File: src/rtl/or4_rr_arbiter_if.sv
// Request/grant bundle between four requesters and the round-robin arbiter.
// fsm_state exposes the arbiter's IDLE/GRANT/GAP state so checkers can bind to it.
interface or4_rr_arbiter_if;
   logic [3:0] req;
   logic [3:0] gnt;
   logic [1:0] gnt_idx;
   logic       gnt_vld;
   logic       any_req;
   logic       preempt;
   logic [1:0] fsm_state;

   // req is level-sensitive and sampled on rising clk. A grant remains valid while
   // gnt_vld=1. It ends on the first edge where req[gnt_idx]=0, or on a forced release.
   modport master (output req, input gnt, gnt_idx, gnt_vld, any_req, preempt, fsm_state);
   modport slave  (input req, output gnt, gnt_idx, gnt_vld, any_req, preempt, fsm_state);
endinterface

File: src/rtl/or4_rr_arbiter.sv
// Four-way round-robin arbiter. The owner keeps its grant until it drops req.
// The optional hold limit is enabled by defining ARB_HOLD_LIMIT_EN.
module or4_rr_arbiter #(
   parameter int GAP_CYCLES = 0,
   parameter int MAX_HOLD   = 16
) (
   input  logic              clk,
   input  logic              rst,
   or4_rr_arbiter_if.slave   bus
);

   typedef enum logic [1:0] {IDLE = 2'd0, GRANT = 2'd1, GAP = 2'd2} state_t;

   localparam logic [3:0] GAP_LAST = (GAP_CYCLES > 0) ? 4'(GAP_CYCLES - 1) : 4'd0;

   state_t     state, state_nxt;
   logic [3:0] gnt_q, gnt_nxt;
   logic [1:0] idx_q, idx_nxt;
   logic [1:0] last, last_nxt;
   logic [3:0] gap_cnt, gap_nxt;
   logic       preempt_q, preempt_nxt;
   logic [1:0] pick;
   logic       pick_ok;
   logic       release_now;
   logic       forced;

   // Scan from the lowest priority (last) up to last+1, so last+1 wins if set.
   always_comb begin
      pick    = 2'd0;
      pick_ok = 1'b0;
      for (int k = 4; k >= 1; k--) begin
         if (bus.req[last + 2'(k)]) begin
            pick    = last + 2'(k);
            pick_ok = 1'b1;
         end
      end
   end

   assign release_now = ~bus.req[idx_q];

`ifdef ARB_HOLD_LIMIT_EN
   localparam int HW = $clog2(MAX_HOLD + 1);
   logic [HW-1:0] hold_cnt, hold_nxt;

   always_comb begin
      hold_nxt = hold_cnt;
      if (state == IDLE && pick_ok)
         hold_nxt = '0;
      else if (state == GRANT && hold_cnt != HW'(MAX_HOLD))
         hold_nxt = hold_cnt + 1'b1;
   end

   always_ff @(posedge clk) begin
      if (rst) hold_cnt <= '0;
      else     hold_cnt <= hold_nxt;
   end

   assign forced = (state == GRANT) && (hold_cnt >= HW'(MAX_HOLD - 1)) && (|(bus.req & ~gnt_q));
`else
   logic unused_max_hold;
   assign unused_max_hold = (MAX_HOLD >= 2);
   assign forced = 1'b0;
`endif

   always_comb begin
      state_nxt   = state;
      gnt_nxt     = gnt_q;
      idx_nxt     = idx_q;
      last_nxt    = last;
      gap_nxt     = gap_cnt;
      preempt_nxt = 1'b0;
      case (state)
         IDLE: begin
            if (pick_ok) begin
               gnt_nxt   = 4'b0001 << pick;
               idx_nxt   = pick;
               state_nxt = GRANT;
            end
         end
         GRANT: begin
            if (release_now || forced) begin
               gnt_nxt     = 4'b0000;
               last_nxt    = idx_q;
               gap_nxt     = 4'd0;
               preempt_nxt = forced && !release_now;
               state_nxt   = (GAP_CYCLES > 0) ? GAP : IDLE;
            end
         end
         GAP: begin
            if (gap_cnt == GAP_LAST) state_nxt = IDLE;
            else                     gap_nxt   = gap_cnt + 4'd1;
         end
         default: state_nxt = IDLE;
      endcase
   end

   always_ff @(posedge clk) begin
      if (rst) begin
         state     <= IDLE;
         gnt_q     <= 4'b0000;
         idx_q     <= 2'd0;
         last      <= 2'd3;
         gap_cnt   <= 4'd0;
         preempt_q <= 1'b0;
      end else begin
         state     <= state_nxt;
         gnt_q     <= gnt_nxt;
         idx_q     <= idx_nxt;
         last      <= last_nxt;
         gap_cnt   <= gap_nxt;
         preempt_q <= preempt_nxt;
      end
   end

   assign bus.gnt       = gnt_q;
   assign bus.gnt_idx   = idx_q;
   assign bus.gnt_vld   = |gnt_q;
   assign bus.any_req   = |bus.req;
   assign bus.preempt   = preempt_q;
   assign bus.fsm_state = state;

endmodule

File: src/flat_wrapper.sv
// flat-port wrapper written by rule: the top's interface ports become plain ports
module or4_rr_arbiter_flat 
#(
   parameter int GAP_CYCLES = 0,
   parameter int MAX_HOLD   = 16
)
  (clk, rst, bus_req, bus_gnt, bus_gnt_idx, bus_gnt_vld, bus_any_req, bus_preempt, bus_fsm_state);
  or4_rr_arbiter_if bus_i ();
  input  logic clk;
  input  logic rst;
  input wire logic [$bits(bus_i.req)-1:0] bus_req;
  output wire logic [$bits(bus_i.gnt)-1:0] bus_gnt;
  output wire logic [$bits(bus_i.gnt_idx)-1:0] bus_gnt_idx;
  output wire logic [$bits(bus_i.gnt_vld)-1:0] bus_gnt_vld;
  output wire logic [$bits(bus_i.any_req)-1:0] bus_any_req;
  output wire logic [$bits(bus_i.preempt)-1:0] bus_preempt;
  output wire logic [$bits(bus_i.fsm_state)-1:0] bus_fsm_state;
  assign bus_i.req = bus_req;
  assign bus_gnt = bus_i.gnt;
  assign bus_gnt_idx = bus_i.gnt_idx;
  assign bus_gnt_vld = bus_i.gnt_vld;
  assign bus_any_req = bus_i.any_req;
  assign bus_preempt = bus_i.preempt;
  assign bus_fsm_state = bus_i.fsm_state;
  or4_rr_arbiter #(.GAP_CYCLES(GAP_CYCLES), .MAX_HOLD(MAX_HOLD)) u_core (.clk(clk), .rst(rst), .bus(bus_i));
endmodule
File: config.mk
export PLATFORM = sky130hd
export DESIGN_NAME = or4_rr_arbiter_flat
export DESIGN_NICKNAME = d
export VERILOG_FILES = /design/src/rtl/or4_rr_arbiter_if.sv /design/src/rtl/or4_rr_arbiter.sv /design/src/flat_wrapper.sv
export SDC_FILE = /design/constraint.sdc
export NUM_CORES = 1
export LEC_CHECK = 0
export BUFFER_PORTS_ARGS = -buffer_cell sky130_fd_sc_hd__buf_4
export CORE_UTILIZATION = 40
export CTS_CLUSTER_DIAMETER = 120
export DETAILED_ROUTE_END_ITERATION = 8
export GPL_TIMING_DRIVEN = 0
export PLACE_DENSITY = 0.64
export SYNTH_ARGS = -nofsm -noshare
export SYNTH_HDL_FRONTEND = slang
export SYNTH_SLANG_ARGS = --single-unit
File: constraint.sdc
create_clock -name clk -period 1.8 [get_ports clk]
set_input_delay 0.45 -clock clk [delete_from_list [all_inputs] [get_ports clk]]
set_output_delay 0.45 -clock clk [all_outputs]
set_load 0.05 [all_outputs]
[Yosys cells after proc, flatten, opt, wreduce, memory -nomap -nowiden]
Index checks and enable logic that the tools add are counted.
Storage, ports and cells
  memory bits (writable): 0
  register bits: 14
  bits in latches: 0
  memories kept: 0
  ROM bits: 0
  bits of input ports: 6
  word-level logic and storage cells: 60
  output and inout bits: 11
Cells by class
  equality and inequality tests: 6
  bitwise operators: 1
  $lt $le $gt $ge: 5
  multiply operators: 0
  reductions and logical operators: 11
  divide/modulo/power cells: 0
  add/subtract/negate cells: 4
  shift-type cells: 1
  mux-type cells: 27
Operator list (number)
  one-hot mux 4 bit (2 select lines): 2
  less-than comparator 2 x 3 -> 1 bit, second input constant: 5
  2-to-1 mux 2 bit: 7
  2-to-1 mux 4 bit: 3
  binary-select mux 1 bit (select 2 bit): 5
  2-to-1 mux 1 bit: 9
  AND reduction 3 bit: 3
  OR reduction 4 bit: 2
  one-hot mux 2 bit (3 select lines): 1
  adder 2 bit, second input constant: 2
  adder 4 x 1 -> 4 bit, second input constant: 1
  logical NOT 4 bit: 1
  != test 2 x 1 -> 1 bit, second input constant: 2
  != test 2 bit, second input constant: 2
  AND reduction 2 bit: 2
  nonzero test 2 bit: 2
  left shift 1 x 2 -> 4 bit, first input constant: 1
  adder 2 x 1 -> 2 bit, second input constant: 1
  == test 2 x 1 -> 1 bit, second input constant: 1
  == test 2 bit, second input constant: 1
  logical NOT 2 bit: 1
  NOT 1 bit: 1

[Depth between registers and ports, before layout]
Gate-level depths: netlist of the first run.
  depth in word-level cells: 9
  gate-level depth with buffers: 5
  mapped depth without buffers: 4

[Worst setup path after synthesis of the first run]
OpenSTA, ideal clock, no wires.
  path kind: register -> output
  start: register u_core.gnt_q[2] (netlist: u_core.bus.gnt[2])
  end: output port bus_gnt_vld
  arrival: 1.296 ns
  buffers on the path: 0
  cell stages (with the launch flop): 2
  path slack: 0.054 ns
  data required time: 1.350 ns
  cell sequence: dfxtp_1 -> or4_1
On the way
  longest elaborated chain between the ends: 1
Ends and longest elaborated chain
  start, declared: RTL line or4_rr_arbiter.sv:17  | logic [3:0] gnt_q, gnt_nxt;
  start signal, assigned: RTL line or4_rr_arbiter.sv:107  | gnt_q <= gnt_nxt;
  OR reduction 4 bit: RTL line or4_rr_arbiter.sv:117  | assign bus.gnt_vld = |gnt_q;
  end, declared: RTL line flat_wrapper.sv:14  | output wire logic [$bits(bus_i.gnt_vld)-1:0] bus_gnt_vld;
No other way between the ends.

[Worst setup path after layout of the first run]
Same ends and word-level chain as after synthesis.

==> results of run 1 <==
routing by layer:
metal / vias to the layer above / share of wire, % / track usage [%]
met5: - / 0 / 0
met4: 0 / 1.2 / 7.76
met3: 4 / 7.2 / 5.11
met2: 19 / 46 / 30.0
met1: 268 / 46 / 21.7
li1: 270 / - / -
worst max-delay path: stages (launching register included):
cell,delay (ns)
dfxtp_1,0.32
or4_1,0.53
buf_4,0.21
power by group through the flow:
stage          clock (uW)  sequential [uW]  combinational (uW)
4_1_cts               160              238                 249
6_report              157              238                 249
2_1_floorplan           0              288                 138
3_5_place_dp            0              242                 248
5_1_grt               168              241                 265
3_3_place_gp            0              242                 247
sequential cells by signal, summed over array words and instances, names as in the netlist:
register and flops:
u_core.bus.fsm_state 1, u_core.bus.gnt 4, u_core.bus.gnt_idx 2, u_core.last 2
stage by stage:
step | hold WS [ns] | area, sq um
2_1_floorplan | 0.491 | 562
3_3_place_gp | 0.496 | 678
3_5_place_dp | 0.504 | 678
4_1_cts | 0.520 | 704
5_1_grt | 0.538 | 704
6_report | 0.521 | 704
layout by cell type, fill, tap and decap left out, types with 2 or more instances in the layout:
cell type and count:
a311oi_1 2, clkbuf_4 3, nor2_1 6, buf_4 15, dfxtp_1 9, inv_1 4
o22ai_1 2, nand2_1 7, nand4_1 2, o41ai_2 2, conb_1 2, a21oi_1 2
mux2i_1 4
cell usage after synthesis, drive strengths merged, types with 2 or more instances:
cell	n
a22oi	2
nor2	6
a21oi	3
o22ai	2
dfxtp	9
buf	2
a311oi	2
nand4	2
o41ai	2
nand2	7
mux2i	4
inv	4
worst max path at each step:
stage | start | end | cells after the start
final | u_core.bus.gnt[2]$_SDFFE_PP0P_ | bus_gnt_vld | 2
after global routing | u_core.bus.gnt[2]$_SDFFE_PP0P_ | bus_gnt_vld | 2
after global placement | bus_req[3] | bus_any_req | 4
after detailed placement | bus_req[3] | bus_any_req | 4
after CTS | u_core.bus.gnt[2]$_SDFFE_PP0P_ | bus_gnt_vld | 2
after floorplan | u_core.bus.gnt[2]$_SDFFE_PP0P_ | bus_gnt_vld | 1
cells by family (layout without fill, tap and decap cells):
family,after synthesis,in the layout,share of synthesized area [%]
other cells,1,2,0.672
simple gates,22,22,20.2
mux,4,4,7.18
compound gates,19,19,31.6
flops,9,9,32.3
buf+inv,8,25,8.07
layout make-up:
type	instances	area [sq um]
plain buffers	4	30.0
inverters	4	15.0
flip-flops and latches	9	180
repair buffers	13	97.6
clock buffers	4	26.3
fillers	144	597
multi-input cells	47	337
well taps	15	18.8
==> results.yml, run 1 <==
drt:
  ant_nets: 0
  post_drt_via_cell_ratio: 5.84
  first_pass_iters: 4
  wirelength_microns: 1260
  drc: 0
  wl_per_cell_microns: 13.1
  drtIter0Drc: 24
  dr_total_vias: 561
global_routing:
  antenna_found_initial: 0
  first_global_vias: 456
  grt.overflow.total: 0
  grt_max_degree: 9
  grt_use_total_pct: 18.2
  grt_pass1_wl_microns: 1860
cts:
  cts.path.max_buffers: 2
  htreeDepth: 1
  numCtsBuffers: 3
  cts_resized: 0
  clock-sinks: 9
  clock_latency_ns: 0.26
  postCtsSetupRepairBufs: 0
  holdBufCountCts: 0
  tritoncts: "yes"
  clk_pin_slew_worst_paths_ns: 0.06
  cts_root_buffer: "clkbuf_4"
layout:
  utilization_pct: 54.1
  nets: 88
  layoutNonFillerInstCount: 96
  drive_gt1_share_pct: 33.3
  area_growth_pct: 26.2
  diodes: 0
synthesis:
  yosysSeqAreaShare_pct: 32.3
  syn_area_sq_um: 558
  yosysWarnings: 0
  synth_top_area_share_pct: 32.3
  synth_top_area_cell: "dfxtp_1"
  synth.distinct_cells: 32
  synth-main-ff-cell: "dfxtp_1"
  ys_ff_latch: 9
  syn_area_per_cell_sq_um: 8.86
  syn_inst: 63
  async_flop_share_pct: 0
  synth_area_leaders: "dfxtp_1, mux2i_1, o41ai_2"
  synth_edf_count: 0
flow_run:
  drv_cap: 0
timing:
  worst_clock_skew_ns: 0.000837
  final.setup.tns_ns: 0
  hold_viol: 0
  period_needed_ns: 1.77
  slew_viol_final: 0
  setup_ws_ns: 0.0304
  fmax_mhz: 565
  fin_crit_sh_pct: 98.3
  rsz0062_at_grt: "no"
  setup_viol: 0
place:
  routabilityCongestion: 0.757
  dp_slack_ns: 0.158
  placed_cells: 92
  port_buffers: 13
floorplan:
  core_sq_um: 1300
  io_pins: 17
  dieHeight_microns: 39.4
  die_w_microns: 39.4
  rows: 13
  die_area_sq_um: 1550
  start_util_pct: 42.9
setup_path:
  cp-start-kind: "register"
  r2r_cells: 4
  rr_startpoint: "u_core.bus.gnt_idx[0]$_SDFFE_PP0P_"
  worstReg2RegEnd: "u_core.bus.gnt[0]$_SDFFE_PP0P_"
  r2r_setup_slack_ns: 0.33
  critPathKind: "register to output port"
  crit_required_ns: 1.35
  cp_max_fo: 3
  crit_arrival_ns: 1.32
  endpoint_kind: "output port"
pwr:
  pwr-share-seq_pct: 36.9
  p_int_uw: 389
  switching_power_uw: 254
  vdd_drop_max_mv: 0.418
  power_frac_clock_pct: 24.5
  p_leak_uw: 0.000359
  comb_power_share_pct: 38.6
  swShare_pct: 39.5
  power.density_nw_per_um2: 914
  total_power_uw: 644
min_path:
  min_delay_worst_endpoint: "u_core.bus.gnt[3]$_SDFFE_PP0P_"
  hold_class: "register to register"
  hold-path-cell-count: 2
  hp-start: "u_core.bus.gnt[3]$_SDFFE_PP0P_"
status:
  status: "completed"
Power figures use the tool's default switching activity.
==> run 2: changes to the inputs <==
BUFFER_PORTS_ARGS = default   (was -buffer_cell sky130_fd_sc_hd__buf_4)
CAP_MARGIN = 20   (was default)
DONT_BUFFER_PORTS = 1   (was default)
PLACE_DENSITY = 0.53   (was 0.64)
==> run 2 against run 1 <==
Effect of this change:
- utilization fell by 6.3 points
- clock-buffer cell count did not move
- largest power group is now sequential cells
- total power fell by 5.6%
==> results.yml, run 2 (synthesized netlist as in run 1, its figures left out) <==
floorplan:
  io_pins: 17
  die_area_sq_um: 1550
  rows: 13
  dieHeight_microns: 39.4
  core_sq_um: 1300
  die_w_microns: 39.4
  start_util_pct: 42.9
timing:
  rsz0062_at_grt: "yes"
  slew_headroom_pct: 52.7
  hold_viol: 0
  period_needed_ns: 1.78
  tightest_slew_ns: 0.709
  worst_clock_skew_ns: 0.00941
  fmax_mhz: 561
  setup_viol: 0
  fin_crit_sh_pct: 99.1
  slew_viol_final: 0
setup_path:
  slowest_delay_ns: 0.66
  crit_chain: "or4_4"
  cp-start-kind: "register"
  critPathKind: "register to output port"
  r2r_cells: 4
  cp_max_fo: 3
  crit_arrival_ns: 1.33
  cp.depth: 1
  critPathBufInv: 0
  crit_family: "simple AND/OR/NAND/NOR gates"
  endpoint_kind: "output port"
  slowest_stage: "or4_4"
  crit_required_ns: 1.35
drt:
  wirelength_microns: 1230
  first_pass_iters: 4
  dr_total_vias: 481
  wl_per_cell_microns: 14.8
  ant_nets: 0
  drtIter0Drc: 11
  post_drt_via_cell_ratio: 5.80
  drc: 0
layout:
  final_common_cell: "nand2_1"
  area_growth_pct: 11.4
  largest_reg_flops: 4
  layoutNonFillerInstCount: 83
  regArea_sq_um: 191
  multi_input_area_sq_um: 340
  drive_gt1_share_pct: 29.4
  diodes: 0
  nets: 75
  fillers: 151
  final_cell_mix: "nand2_1, nor2_1, mux2i_1, inv_1, dfxtp_1"
cts:
  cts.path.max_buffers: 2
  cts_root_buffer: "clkbuf_4"
  holdBufCountCts: 0
  postCtsSetupRepairBufs: 0
  numCtsBuffers: 3
  clock_latency_ns: 0.26
  tritoncts: "yes"
  clk_pin_slew_worst_paths_ns: 0.07
  clock-sinks: 9
  htreeDepth: 1
global_routing:
  first_global_vias: 460
  grt_max_degree: 9
  grt.overflow.total: 0
  grt_use_total_pct: 19.0
  grt_pass1_wl_microns: 1950
  antenna_found_initial: 0
pwr:
  comb_power_share_pct: 26.4
  power.density_nw_per_um2: 977
  total_power_uw: 607
  switching_power_uw: 242
  p_leak_uw: 0.000296
  p_int_uw: 365
  pwr-share-seq_pct: 47.8
  power_frac_clock_pct: 25.7
  vdd_drop_max_mv: 0.642
  swShare_pct: 39.9
place:
  routabilityCongestion: 0.789
  placed_cells: 79
  hpwlAfterDp_microns: 908
  port_buffers: 0
min_path:
  hold-path-cell-count: 3
  hold_class: "input pin to register"
status:
  status: "completed"
flow_run:
  drv_cap: 0
[run 2: repair_timing]
action                                  4_1_cts  5_1_grt
endpoints found under the setup margin        2        1
pin swaps                                     1        1
gates resized for setup                       6        2
[run 2: final timing paths]
kind | from | endpoint | slack, ns
worst max-delay path | u_core.bus.gnt[1]$_SDFFE_PP0P_ | bus_gnt_vld | 0.02
worst min-delay path | bus_req[1] | u_core.bus.gnt[3]$_SDFFE_PP0P_ | 0.44
worst max register to register | u_core.bus.fsm_state[0]$_SDFFE_PP0P_ | u_core.bus.gnt[0]$_SDFFE_PP0P_ | 0.09
worst min register to register | u_core.last[0]$_SDFFE_PP1P_ | u_core.last[0]$_SDFFE_PP1P_ | 0.54
[run 2: layout make-up]
cell class	instances	share of cell area [%]
Multi-Input combinational cell	47	54.7
Buffer	4	4.83
Sequential cell	9	30.8
Inverter	4	2.41
Clock buffer	4	4.23
Tap cell	15	3.02
[run 2: metal layers]
metal	global-route usage, %	up-vias	part of all wire [%]
met2	27.1	23	42
met1	24.8	216	48
met3	9.66	2	9.6
li1	-	240	-
met4	5.17	0	0.81
met5	0	-	0
[run 2: power groups by stage]
stage          combinational (uW)  clock (uW)  sequential (uW)
4_1_cts                       161         161              293
3_3_place_gp                  155           0              294
2_1_floorplan                 138           0              288
3_5_place_dp                  156           0              295
5_1_grt                       177         174              295
6_report                      161         156              291
[run 2: per-stage QoR]
stage | util, % | TNS [ns] | hold slack (ns) | worst slack, ns | area [sq um]
final | 47.8 | 0 | 0.441 | 0.0168 | 622
after global routing | 47.8 | -0.0103 | 0.443 | -0.0103 | 622
after CTS | 47.4 | 0 | 0.442 | 0.00379 | 617
after detailed placement | 44.6 | -0.0323 | 0.538 | -0.0323 | 581
after global placement | 44.6 | -0.0382 | 0.535 | -0.0382 | 581
after floorplan | - | 0 | 0.491 | 0.0539 | 562
